**config.mk**
```make
export PLATFORM = sky130hd
export DESIGN_NAME = matrix_sub_sequencer
export DESIGN_NICKNAME = d
export VERILOG_FILES = /design/src/rtl/matrix_sub_pkg.sv /design/src/rtl/matrix_sub_elem_unit.sv /design/src/rtl/matrix_sub_sequencer.sv
export SDC_FILE = /design/constraint.sdc
export NUM_CORES = 1
export LEC_CHECK = 0
export BUFFER_PORTS_ARGS = -buffer_cell sky130_fd_sc_hd__buf_2
export CORE_MARGIN = 2
export CORE_UTILIZATION = 30
export CTS_CLUSTER_DIAMETER = 40
export DETAILED_ROUTE_END_ITERATION = 8
export HOLD_SLACK_MARGIN = 0.08
export PLACE_DENSITY_LB_ADDON = 0.15
export SLEW_MARGIN = 20
export SYNTH_ARGS = -nofsm -noshare
export SYNTH_HDL_FRONTEND = slang
export SYNTH_HIERARCHICAL = 1
export SYNTH_SLANG_ARGS = --single-unit
export TNS_END_PERCENT = 5
```
**constraint.sdc**
```tcl
create_clock -name clk -period 3.13 [get_ports clk]
set_clock_uncertainty 0.2 [all_clocks]
set_input_delay 0.626 -clock clk [delete_from_list [all_inputs] [get_ports clk]]
set_output_delay 0.626 -clock clk [all_outputs]
set_load 0.05 [all_outputs]
```
**src/rtl/matrix_sub_pkg.sv**
```systemverilog
// Shared defaults, state encoding and counter width for the serial matrix subtractor.
package matrix_sub_pkg;

  localparam int unsigned DEF_DW   = 16;
  localparam int unsigned DEF_ROWS = 3;
  localparam int unsigned DEF_COLS = 3;
  localparam int unsigned DEF_N    = DEF_ROWS * DEF_COLS;
  localparam int unsigned CNT_W    = (DEF_N > 1) ? $clog2(DEF_N) : 1;

  typedef enum logic [0:0] {
    LOAD = 1'b0,
    DONE = 1'b1
  } state_t;

endpackage

```
**src/rtl/matrix_sub_elem_unit.sv**
```systemverilog
// Combinational DW-bit element subtractor with unsigned borrow.
// MATRIX_SUB_SAT_EN: a borrowing element clamps to zero instead of wrapping.
module matrix_sub_elem_unit
  import matrix_sub_pkg::*;
#(
  parameter int unsigned DW = DEF_DW
) (
  input  logic [DW-1:0] i_a,
  input  logic [DW-1:0] i_b,
  output logic [DW-1:0] o_diff,
  output logic          o_borrow
);

  logic [DW-1:0] w_raw;

  assign w_raw    = i_a - i_b;
  assign o_borrow = (i_a < i_b);

`ifdef MATRIX_SUB_SAT_EN
  assign o_diff = o_borrow ? '0 : w_raw;
`else
  assign o_diff = w_raw;
`endif

endmodule

```
**src/rtl/matrix_sub_sequencer.sv**
```systemverilog
// Serial ROWS x COLS matrix subtractor: one element per accept, whole result presented at once.
// Build option MATRIX_SUB_SAT_EN selects floor-saturation in the element unit.
module matrix_sub_sequencer
  import matrix_sub_pkg::*;
#(
  parameter int unsigned DW   = DEF_DW,
  parameter int unsigned ROWS = DEF_ROWS,
  parameter int unsigned COLS = DEF_COLS
) (
  input  logic                    clk,
  input  logic                    rst,
  input  logic                    in_valid,
  output logic                    in_ready,
  input  logic [DW-1:0]           in_a,
  input  logic [DW-1:0]           in_b,
  input  logic                    in_last,
  output logic                    out_valid,
  input  logic                    out_ready,
  output logic [ROWS*COLS*DW-1:0] out_c,
  output logic [ROWS*COLS-1:0]    out_borrow,
  output logic                    frame_err
);

  localparam int unsigned N  = ROWS * COLS;
  localparam int unsigned CW = (N > 1) ? $clog2(N) : 1;

  state_t          r_state;
  state_t          w_state_nxt;
  logic [CW-1:0]   r_count;
  logic [N*DW-1:0] r_buf;
  logic [N-1:0]    r_buf_bor;
  logic [N*DW-1:0] r_out_c;
  logic [N-1:0]    r_out_bor;
  logic            r_out_valid;
  logic            r_frame_err;

  logic [DW-1:0]   w_diff;
  logic            w_borrow;
  logic            w_accept;
  logic            w_at_end;
  logic            w_complete;
  logic            w_ferr;
  logic [N*DW-1:0] w_final_c;
  logic [N-1:0]    w_final_bor;

  matrix_sub_elem_unit #(.DW(DW)) u_elem (
    .i_a      (in_a),
    .i_b      (in_b),
    .o_diff   (w_diff),
    .o_borrow (w_borrow)
  );

  assign in_ready   = (r_state == LOAD) && !rst;
  assign out_valid  = r_out_valid;
  assign out_c      = r_out_c;
  assign out_borrow = r_out_bor;
  assign frame_err  = r_frame_err;

  // Accept/framing decode and next state; the last element bypasses the buffer into the result.
  always_comb begin
    w_at_end    = (r_count == CW'(N - 1));
    w_accept    = in_valid && in_ready;
    w_complete  = w_accept && in_last && w_at_end;
    w_ferr      = w_accept && (in_last != w_at_end);
    w_final_c   = r_buf;
    w_final_bor = r_buf_bor;
    w_final_c[(N-1)*DW +: DW] = w_diff;
    w_final_bor[N-1]          = w_borrow;
    w_state_nxt = r_state;
    case (r_state)
      LOAD:    if (w_complete) w_state_nxt = DONE;
      DONE:    if (r_out_valid && out_ready) w_state_nxt = LOAD;
      default: w_state_nxt = LOAD;
    endcase
  end

  always_ff @(posedge clk) begin
    if (rst) r_state <= LOAD;
    else     r_state <= w_state_nxt;
  end

  always_ff @(posedge clk) begin
    if (rst) begin
      r_count     <= '0;
      r_buf       <= '0;
      r_buf_bor   <= '0;
      r_out_c     <= '0;
      r_out_bor   <= '0;
      r_out_valid <= 1'b0;
      r_frame_err <= 1'b0;
    end else begin
      r_frame_err <= w_ferr;
      if (w_accept) begin
        if (w_complete || w_ferr) r_count <= '0;
        else                      r_count <= r_count + 1'b1;
        for (int k = 0; k < N; k++) begin
          if (r_count == CW'(k)) begin
            r_buf[k*DW +: DW] <= w_diff;
            r_buf_bor[k]      <= w_borrow;
          end
        end
      end
      // Result registers only change on a clean frame, so a framing error leaves them intact.
      if (w_complete) begin
        r_out_c     <= w_final_c;
        r_out_bor   <= w_final_bor;
        r_out_valid <= 1'b1;
      end else if (r_out_valid && out_ready) begin
        r_out_valid <= 1'b0;
      end
    end
  end

endmodule

```
# Word-level counts from Yosys, hierarchy flattened
# Cells that the tools add are included.
totals:
  output_inout_bits: 156
  wordCells: 59
  register_bits: 296
op_classes:
  eq_ne: 9
  bitwise_logic: 1
  addsub: 2
  n_lt_le_gt_ge: 1
  muxes: 6
  n_reduce_logical: 18
ops:
  columns: ["operator", "count"]
  rows:
  - ["equality test 4 x 3 -> 1 bit, second input constant", 4]
  - ["less-than comparator 16 bit", 1]
  - ["AND reduction 2 bit", 8]
  - ["subtractor 16 bit", 1]
  - ["equality test 4 x 2 -> 1 bit, second input constant", 2]
  - ["logical AND 1 bit", 6]
  - ["adder 4 x 1 -> 4 bit, second input constant", 1]
  - ["equality test 4 x 1 -> 1 bit, second input constant", 1]
  - ["equality test 4 bit, second input constant", 1]
  - ["zero test 4 bit", 1]
  - ["2-to-1 mux 1 bit", 4]
  - ["2-to-1 mux 4 bit", 1]
  - ["one-hot mux 1 bit (2 select lines)", 1]
  - ["nonzero test 2 bit", 1]
  - ["zero test 1 bit", 1]
  - ["logical OR 1 bit", 1]
  - ["inequality test 1 bit", 1]
  - ["NOT 1 bit", 1]

# Logic depth before layout (Yosys ltp)
# Gate-level depths: netlist of the first run.
logic_depth:
  depth_word: 7
  depth_mapped: 11
  ltp_nobuf: 10

# Cells and area by module
# The synthesis of the first run kept the hierarchy.
by_module_without_submodules:
  columns: ["module", "area_per_inst_um2", "seq_area_each_um2", "n_inst", "cells_each"]
  rows:
  - ["matrix_sub_sequencer", 11557.3, 5925.7, 1, 1189]
  - ["matrix_sub_elem_unit", 883.3, 0.0, 1, 128]

# Least setup slack after synthesis of the first run
# No wires, ideal clock.
synth_path:
  path_kind: "input to register"
  start: "in in_a[0]"
  end: "reg r_buf_bor[6]"
  arrival_time_ns: 2.590
  cell_stages: 11
  setup_slack_ns: 0.212
  n_path_buf: 1
  t_required_ns: 2.802
  cell_sequence: "inv_1 ha_1 fa_1 and2b_1 o2111ai_2 a211oi_2 nor3_1 o41a_1 clkbuf_1 nand3_1 o21ai_0"
synth_between:
  elab_chain_cells: 1
synth_rtl:
  columns: ["item", "line", "rtl"]
  rows:
  - ["from (decl)", "matrix_sub_sequencer.sv:14", "input logic [DW-1:0] in_a,"]
  - ["less-than comparator 16 bit", "matrix_sub_elem_unit.sv:17", "assign o_borrow = (i_a < i_b);"]
  - ["net w_borrow", "matrix_sub_sequencer.sv:38", "logic w_borrow;"]
  - ["to (signal, indexed assignment)", "matrix_sub_sequencer.sv:99", "r_buf_bor[k] <= w_borrow;"]
  - ["to (decl)", "matrix_sub_sequencer.sv:31", "logic [N-1:0] r_buf_bor;"]
# The timed path passes the listed nets, and every way through them passes these cells.
# A chain may end at the register's enable or synchronous reset.

# Final worst setup path of the first run
layout_path:
  start: "in in_a[0]"
  end: "reg r_out_c[140], in the netlist out_c[140]"
layout_between:
  elab_chain_cells: 1
layout_rtl:
  columns: ["item", "line", "rtl"]
  rows:
  - ["subtractor 16 bit", "matrix_sub_elem_unit.sv:16", "assign w_raw = i_a - i_b;"]
  - ["net w_diff[12]", "matrix_sub_sequencer.sv:37", "logic [DW-1:0] w_diff;"]
  - ["to (signal assigned)", "matrix_sub_sequencer.sv:105", "r_out_c <= w_final_c;"]
  - ["to (decl)", "matrix_sub_sequencer.sv:32", "logic [N*DW-1:0] r_out_c;"]
# The timed path passes the listed nets, and every way through them passes these cells.

==> impl_metrics.py, run 1 <==
metrics = {
    "final_layout": {
        "n_fill_cell": 4165,
        "area_growth_syn_to_layout_pct": 27.9,
        "layout.nets": 1550,
        "final_util": 0.389,
        "multi_input_logic_area_um2": 6060,
        "antennaDiodeCount": 0,
        "drive_gt1_frac": 0.234,
        "register_area_um2": 5930,
        "fin_cells": 2064,
    },
    "power": {
        "total_power_mw": 10.2,
        "power_density_nw_per_um2": 641,
        "leakage_nw": 6.95,
        "irDropWorstVdd_mv": 0.381,
    },
    "status": {
        "status": "finished, final reports clean",
    },
    "drt": {
        "detail_route.first_pass.iterations": 5,
        "finalWirelength_um": 37800,
        "final_antenna_net_count": 0,
        "post_drt_wl_per_cell_um": 18.3,
        "avgViaCountPerCell": 4.72,
        "post_route_drc": 0,
        "dr.first_iter.drc_count": 578,
        "via_count": 9751,
    },
    "setup_path": {
        "r2r_slack_ns": 0.82,
        "rr_startpoint": "r_count[0]",
        "critPathLaunchType": "input pin",
        "crit_arrival_ns": 2.97,
        "worstPathRequired_ns": 3.42,
        "setup.worst_path.end_class": "register",
        "critical_path_class": "input pin to register",
        "critical_path.max_fanout": 8,
        "worstRegToRegCells": 6,
        "worst_r2r_endpoint": "out_c[7]",
    },
    "logic_synthesis": {
        "async_flop_share": 0,
        "synthMostInstantiatedCell": "nand2b_1",
        "synthesis.nets": 1375,
        "post_synth_inst_count": 1317,
        "ys_types": 58,
        "post_synth_xor_area_fraction": 0.00845,
        "post-synth-top-area-cell": "dfxtp_1",
        "postSynthRegisterBits": 296,
        "synth-seq-area-share": 0.476,
        "synth_adder_area_share": 0.0217,
        "synth_compound_gate_area_share": 0.0834,
        "synthTopCellsByArea": "dfxtp_1, nand2b_1, mux2i_1, nand3_1, o21ai_0",
        "syn_area_um2": 12400,
        "synth-simple-area-share": 0.235,
        "syn_avg_cell_area_um2": 9.45,
        "synth_edf_count": 0,
        "mux_contribution_to_synthesized_area": 0.128,
        "synth.cells.most_frequent": "nand2b_1, dfxtp_1, mux2i_1",
        "synth_top_family_by_area": "simple AND/OR/NAND/NOR gates",
        "synthDominantCellAreaShare": 0.476,
        "synth_warn": 6,
        "synth-main-ff-cell": "dfxtp_1",
    },
    "floorplanning": {
        "io_pins": 193,
        "num_rows": 74,
        "initial_core_util": 0.304,
        "core_region_area_um2": 40900,
        "design.die.area_um2": 43100,
        "dieWidth_um": 208,
        "height_of_the_die_um": 208,
    },
    "clocking": {
        "clock_latency_ns": 0.57,
        "clock-root-buffer": "clkbuf_16",
        "cts.repair_timing.setup_buffer_count": 0,
        "clock_sinks": 296,
        "clk_transition_reported_paths_ns": 0.05,
        "ctsLongestPathBuffers": 3,
        "cts_tree": "built",
        "htree_num_levels": 2,
        "tritoncts_buffer_count": 52,
    },
    "placed_design": {
        "post-place-cells": 1968,
        "detailed_place_hpwl_um": 24400,
        "placement.io_buffers": 192,
        "dpl_worst_slack_ns": -0.129,
        "place_congestion": 0.775,
    },
    "min_path": {
        "holdPathStages": 3,
        "hold_path.startpoint": "in_valid",
        "timing.hold.worst.class": "input pin to register",
        "min_to": "r_state",
    },
    "timing": {
        "final_min_period_ns": 2.67,
        "setup_violations": 0,
        "slew_headroom": 0.370,
        "slew_of_the_pin_with_the_lowest_slew_margin_ns": 0.944,
        "rsz_0062_raised_after_global_routing": "false",
        "finalMaxSlewViolations": 0,
        "postLayoutSetupSlackWorst_ns": 0.456,
        "timing.final.crit_share": 0.854,
        "hold_viol_final": 0,
        "fin_hold_ws_ns": 0.250,
        "max_freq_mhz": 374,
    },
    "global_route": {
        "grt_antenna_before_repair": 0,
        "grt_overflow": 0,
        "globalRouteTotalUtil": 0.173,
        "grt_start_max_net_pins": 246,
        "grt_pass1_wl_um": 58400,
        "grt_pass1_vias": 9543,
    },
    "job": {
        "maxCapViolCount": 0,
    },
}
timing repair:
item,CTS,global route
hold buffers,2,0
endpoints found under the hold margin,2,0
gates resized for setup,0,0
flip-flops by register name, summed over array words and instances (netlist names):
| register | count |
|---|---|
| out_borrow | 9 |
| r_state | 1 |
| out_c | 144 |
| r_buf | 128 |
| r_buf_bor | 8 |
| out_valid | 1 |
| frame_err | 1 |
| r_count | 4 |
area by class of cell:
| type | instances | share of cell area |
|---|---|---|
| Multi-Input combinational cell | 876 | 0.381 |
| Sequential cell | 296 | 0.372 |
| Timing Repair Buffer | 242 | 0.0902 |
| Clock buffer | 59 | 0.0867 |
| Tap cell | 532 | 0.0418 |
| Clock inverter | 35 | 0.0223 |
| Inverter | 24 | 0.00566 |
logic make-up after synthesis:
group / after synthesis
buffers and inverters: 145
AND/OR/NAND/NOR: 499
multiplexers: 159
adder cells (fa/ha/maj): 21
XOR/XNOR: 12
flip-flops: 296
AO/OA/AOI/OAI: 185
report_power, final:
part,switching [mW],internal [mW]
sequential,0.0130,3.82
clock,2.01,3.52
combinational,0.542,0.305
through the flow:
step	setup TNS [ns]	area, um^2
finish	0	15900
global route	0	15900
CTS	0	15900
detailed placement	-2.47	14200
global placement	-2.56	14200
floorplan	0	12400
per-layer routing:
layer	up-vias	share of wire	GRT usage	wire length, um
li1	4806	-	-	-
met1	4676	0.47	0.234	17800
met2	222	0.47	0.279	17700
met3	47	0.043	0.0354	1640
met4	0	0.018	0.0496	697
met5	-	0	0	0
worst max path at each step:
| stage | endpoint | start | cells after the start | slack (ns) |
|---|---|---|---|---|
| 2_1_floorplan | r_buf_bor[6] | in_a[0] | 11 | 0.21 |
| 3_3_place_gp | r_buf[78] | in_a[0] | 12 | -0.13 |
| 3_5_place_dp | r_buf[94] | in_a[0] | 12 | -0.13 |
| 4_1_cts | r_buf[62] | in_a[0] | 12 | 0.46 |
| 5_1_grt | r_buf[126] | in_a[0] | 12 | 0.27 |
| 6_report | out_c[140] | in_a[0] | 13 | 0.46 |
cell usage in the layout (no fill, tap or decap), drive strengths merged, types with 3 or more instances in the layout:
cell,instances
nand2b,309
dfxtp,296
buf,240
mux2i,159
o21ai,138
nand3,135
clkbuf,59
inv,29
clkinv,21
ha,20
a21oi,20
nand2,15
nor2,11
and2,8
xnor2,7
clkinvlp,5
xor2,5
bufinv,4
a21o,4
and4bb,3
or4,3
a31oi,3
a211oi,3
and3,3
worst max-delay path, cell delays in order:
cell and delay [ns]:
buf_2 0.08, inv_1 0.03, ha_1 0.21, fa_1 0.43, and2b_1 0.25, o2111ai_2 0.14, a211oi_2 0.31, buf_4 0.16
nor4_1 0.05, a211oi_2 0.20, buf_4 0.25, nand2b_1 0.10, mux2i_1 0.14
No activity file was read; power rests on OpenSTA's default activity.
==> run 2, diff against run 1 <==
--- a/config.mk
+++ b/config.mk
@@ -12,6 +12,7 @@
 export DETAILED_ROUTE_END_ITERATION = 8
 export HOLD_SLACK_MARGIN = 0.08
 export PLACE_DENSITY_LB_ADDON = 0.15
+export SKIP_CTS_REPAIR_TIMING = 1
 export SLEW_MARGIN = 20
 export SYNTH_ARGS = -nofsm -noshare
 export SYNTH_HDL_FRONTEND = slang
==> constraint.sdc (replaced) <==
create_clock -name clk -period 2.48 [get_ports clk]
set_clock_uncertainty 0.2 [all_clocks]
set_input_delay 0.496 -clock clk [delete_from_list [all_inputs] [get_ports clk]]
set_output_delay 0.496 -clock clk [all_outputs]
set_load 0.05 [all_outputs]
==> run 2 against run 1 <==
Global-route usage increased by 0.33 points; total power rose by 27%; routed wire length grew 2.4%; first-iteration DRC count is 6.4% higher; register-to-register slack got worse by 0.53 ns; core utilization increased by 0.92 points; final cell count up 1.8%; design area rose by 2.4%; worst hold slack worse by 0.092 ns; non-clock buffer count increased by 47; critical path depth stayed put; combinational power grew 43%; largest power group unchanged.
==> impl_metrics.py, run 2 (same netlist as run 1, synthesis figures left out) <==
metrics = {
    "status": {
        "status": "finished, final reports clean",
    },
    "drt": {
        "detail_route.first_pass.iterations": 5,
        "finalWirelength_um": 38800,
        "post_drt_wl_per_cell_um": 18.4,
        "final_antenna_net_count": 0,
        "via_count": 9888,
        "avgViaCountPerCell": 4.70,
        "dr.first_iter.drc_count": 615,
        "post_route_drc": 0,
    },
    "final_layout": {
        "n_fill_cell": 4113,
        "largest_register_ffs": 144,
        "layout.nets": 1594,
        "area_growth_syn_to_layout_pct": 30.9,
        "most_common_cell_after_layout_fill_and_taps_aside": "nand2b_1",
        "drive_gt1_frac": 0.258,
        "antennaDiodeCount": 0,
        "final_cell_mix": "nand2b_1, dfxtp_1, buf_2",
    },
    "floorplanning": {
        "io_pins": 193,
        "num_rows": 74,
        "dieWidth_um": 208,
        "initial_core_util": 0.304,
        "core_region_area_um2": 40900,
        "design.die.area_um2": 43100,
        "height_of_the_die_um": 208,
    },
    "timing": {
        "setup_violations": 0,
        "slew_headroom": 0.527,
        "timing.final.crit_share": 0.965,
        "slew_of_the_pin_with_the_lowest_slew_margin_ns": 0.710,
        "final_min_period_ns": 2.39,
        "hold_viol_final": 0,
        "max_freq_mhz": 418,
        "finalMaxSlewViolations": 0,
        "fin_hold_ws_ns": 0.158,
        "rsz_0062_raised_after_global_routing": "false",
    },
    "global_route": {
        "globalRouteTotalUtil": 0.177,
        "grt_antenna_before_repair": 0,
        "grt_pass1_vias": 9720,
        "grt_pass1_wl_um": 59600,
        "grt_overflow": 0,
        "grt_start_max_net_pins": 159,
    },
    "setup_path": {
        "cp_slowest_cell": "o41a_1",
        "worstPathRequired_ns": 2.69,
        "worst_r2r_endpoint": "out_c[9]",
        "worstRegToRegCells": 6,
        "crit_path_start": "in_a[0]",
        "cp_top_family": "compound AO/OA/AOI/OAI gates",
        "setup.worst_path.end_class": "register",
        "rr_startpoint": "r_count[0]",
        "critPathMaxStageDelay_ns": 0.36,
        "critical_path_class": "input pin to register",
        "cp.buffers_inverters": 4,
        "critical_path.max_fanout": 9,
        "worstPathCellList": "buf_6 > inv_12 > ha_4 > fa_2 > and2b_2 > o2111ai_2 > buf_4 > a211oi_4 > nor3_1 > o41a_1 > buf_6 > nand3_1 > o21ai_0",
        "critPathCapture": "r_buf_bor[7]",
        "critPathLaunchType": "input pin",
        "cp_num_cells": 13,
        "r2r_slack_ns": 0.29,
        "crit_arrival_ns": 2.61,
        "timing.critical_path.mode_cell": "buf_6",
    },
    "clocking": {
        "htree_num_levels": 2,
        "cts_tree": "built",
        "clock-root-buffer": "clkbuf_16",
        "clock_latency_ns": 0.56,
        "clk_transition_reported_paths_ns": 0.05,
        "clock_sinks": 296,
        "tritoncts_buffer_count": 49,
        "ctsLongestPathBuffers": 3,
    },
    "placed_design": {
        "placement.io_buffers": 192,
        "place_congestion": 0.785,
        "detailed_place_hpwl_um": 26000,
    },
    "power": {
        "irDropWorstVdd_mv": 0.472,
        "total_power_mw": 12.9,
        "leakage_nw": 7.17,
        "power_density_nw_per_um2": 794,
    },
    "job": {
        "maxCapViolCount": 0,
    },
    "min_path": {
        "timing.hold.worst.class": "input pin to register",
    },
}
[run 2: cell types whose count changed in the layout (fill, tap and decap cells not counted), moves of 2 or more]
cell	previous run	this run
buf_4	41	84
clkinv_4	13	5
clkbuf_16	53	49
buf_6	1	4
clkbuf_8	3	6
clkinvlp_4	5	2
o21ai_0	123	120
o21ai_1	13	16
buf_12	7	9
bufinv_16	4	6
[run 2: final cells by class]
type                    instances  area, um^2  area share
clock buffers                  57        1320      0.0808
clock inverters                28         343      0.0210
inverters                      24         103     0.00630
multi-input cells             876        6110       0.375
flip-flops and latches        296        5930       0.364
well taps                     532         666      0.0409
repair buffers                289        1830       0.112
[run 2: worst min path at each step]
stage	from	to	slack [ns]	cells after the start
after floorplan	r_buf[104]	r_buf[104]	0.25	2
after global placement	out_c[21]	out_c[21]	0.26	2
after detailed placement	out_c[19]	out_c[19]	0.26	2
after CTS	out_ready	r_state	-0.06	2
after global routing	in_valid	r_state	0.17	3
final	in_valid	r_state	0.16	3
[run 2: stage by stage]
step,instances,cell area [um^2],util,TNS (ns),setup WS [ns]
after floorplan,1317,12500,-,-2.74,-0.128
after global placement,2014,14600,0.356,-35.57,-0.557
after global routing,2102,16300,0.398,0,0.0156
after CTS,2099,16200,0.396,-0.0258,-0.0236
final,2102,16300,0.398,0,0.0869
after detailed placement,2014,14600,0.356,-36.87,-0.577
[run 2: per-layer routing]
layer | wire (um) | up-vias | global-route usage
li1 | - | 4892 | -
met1 | 18200 | 4747 | 0.237
met2 | 18300 | 195 | 0.289
met3 | 1400 | 54 | 0.0275
met4 | 896 | 0 | 0.0602
met5 | 0 | - | 0
[run 2: worst min-delay path, delay by kind of cell]
family	cells	cell delay, ns
buf+inv	1	0.15
compound gates	2	0.20
[run 2: where the power goes]
group	total, mW	internal [mW]	switching [mW]
Sequential	4.83	4.81	0.0163
Combinational	1.21	0.502	0.708
Clock	6.89	4.44	2.46
Total	12.9	9.75	3.18
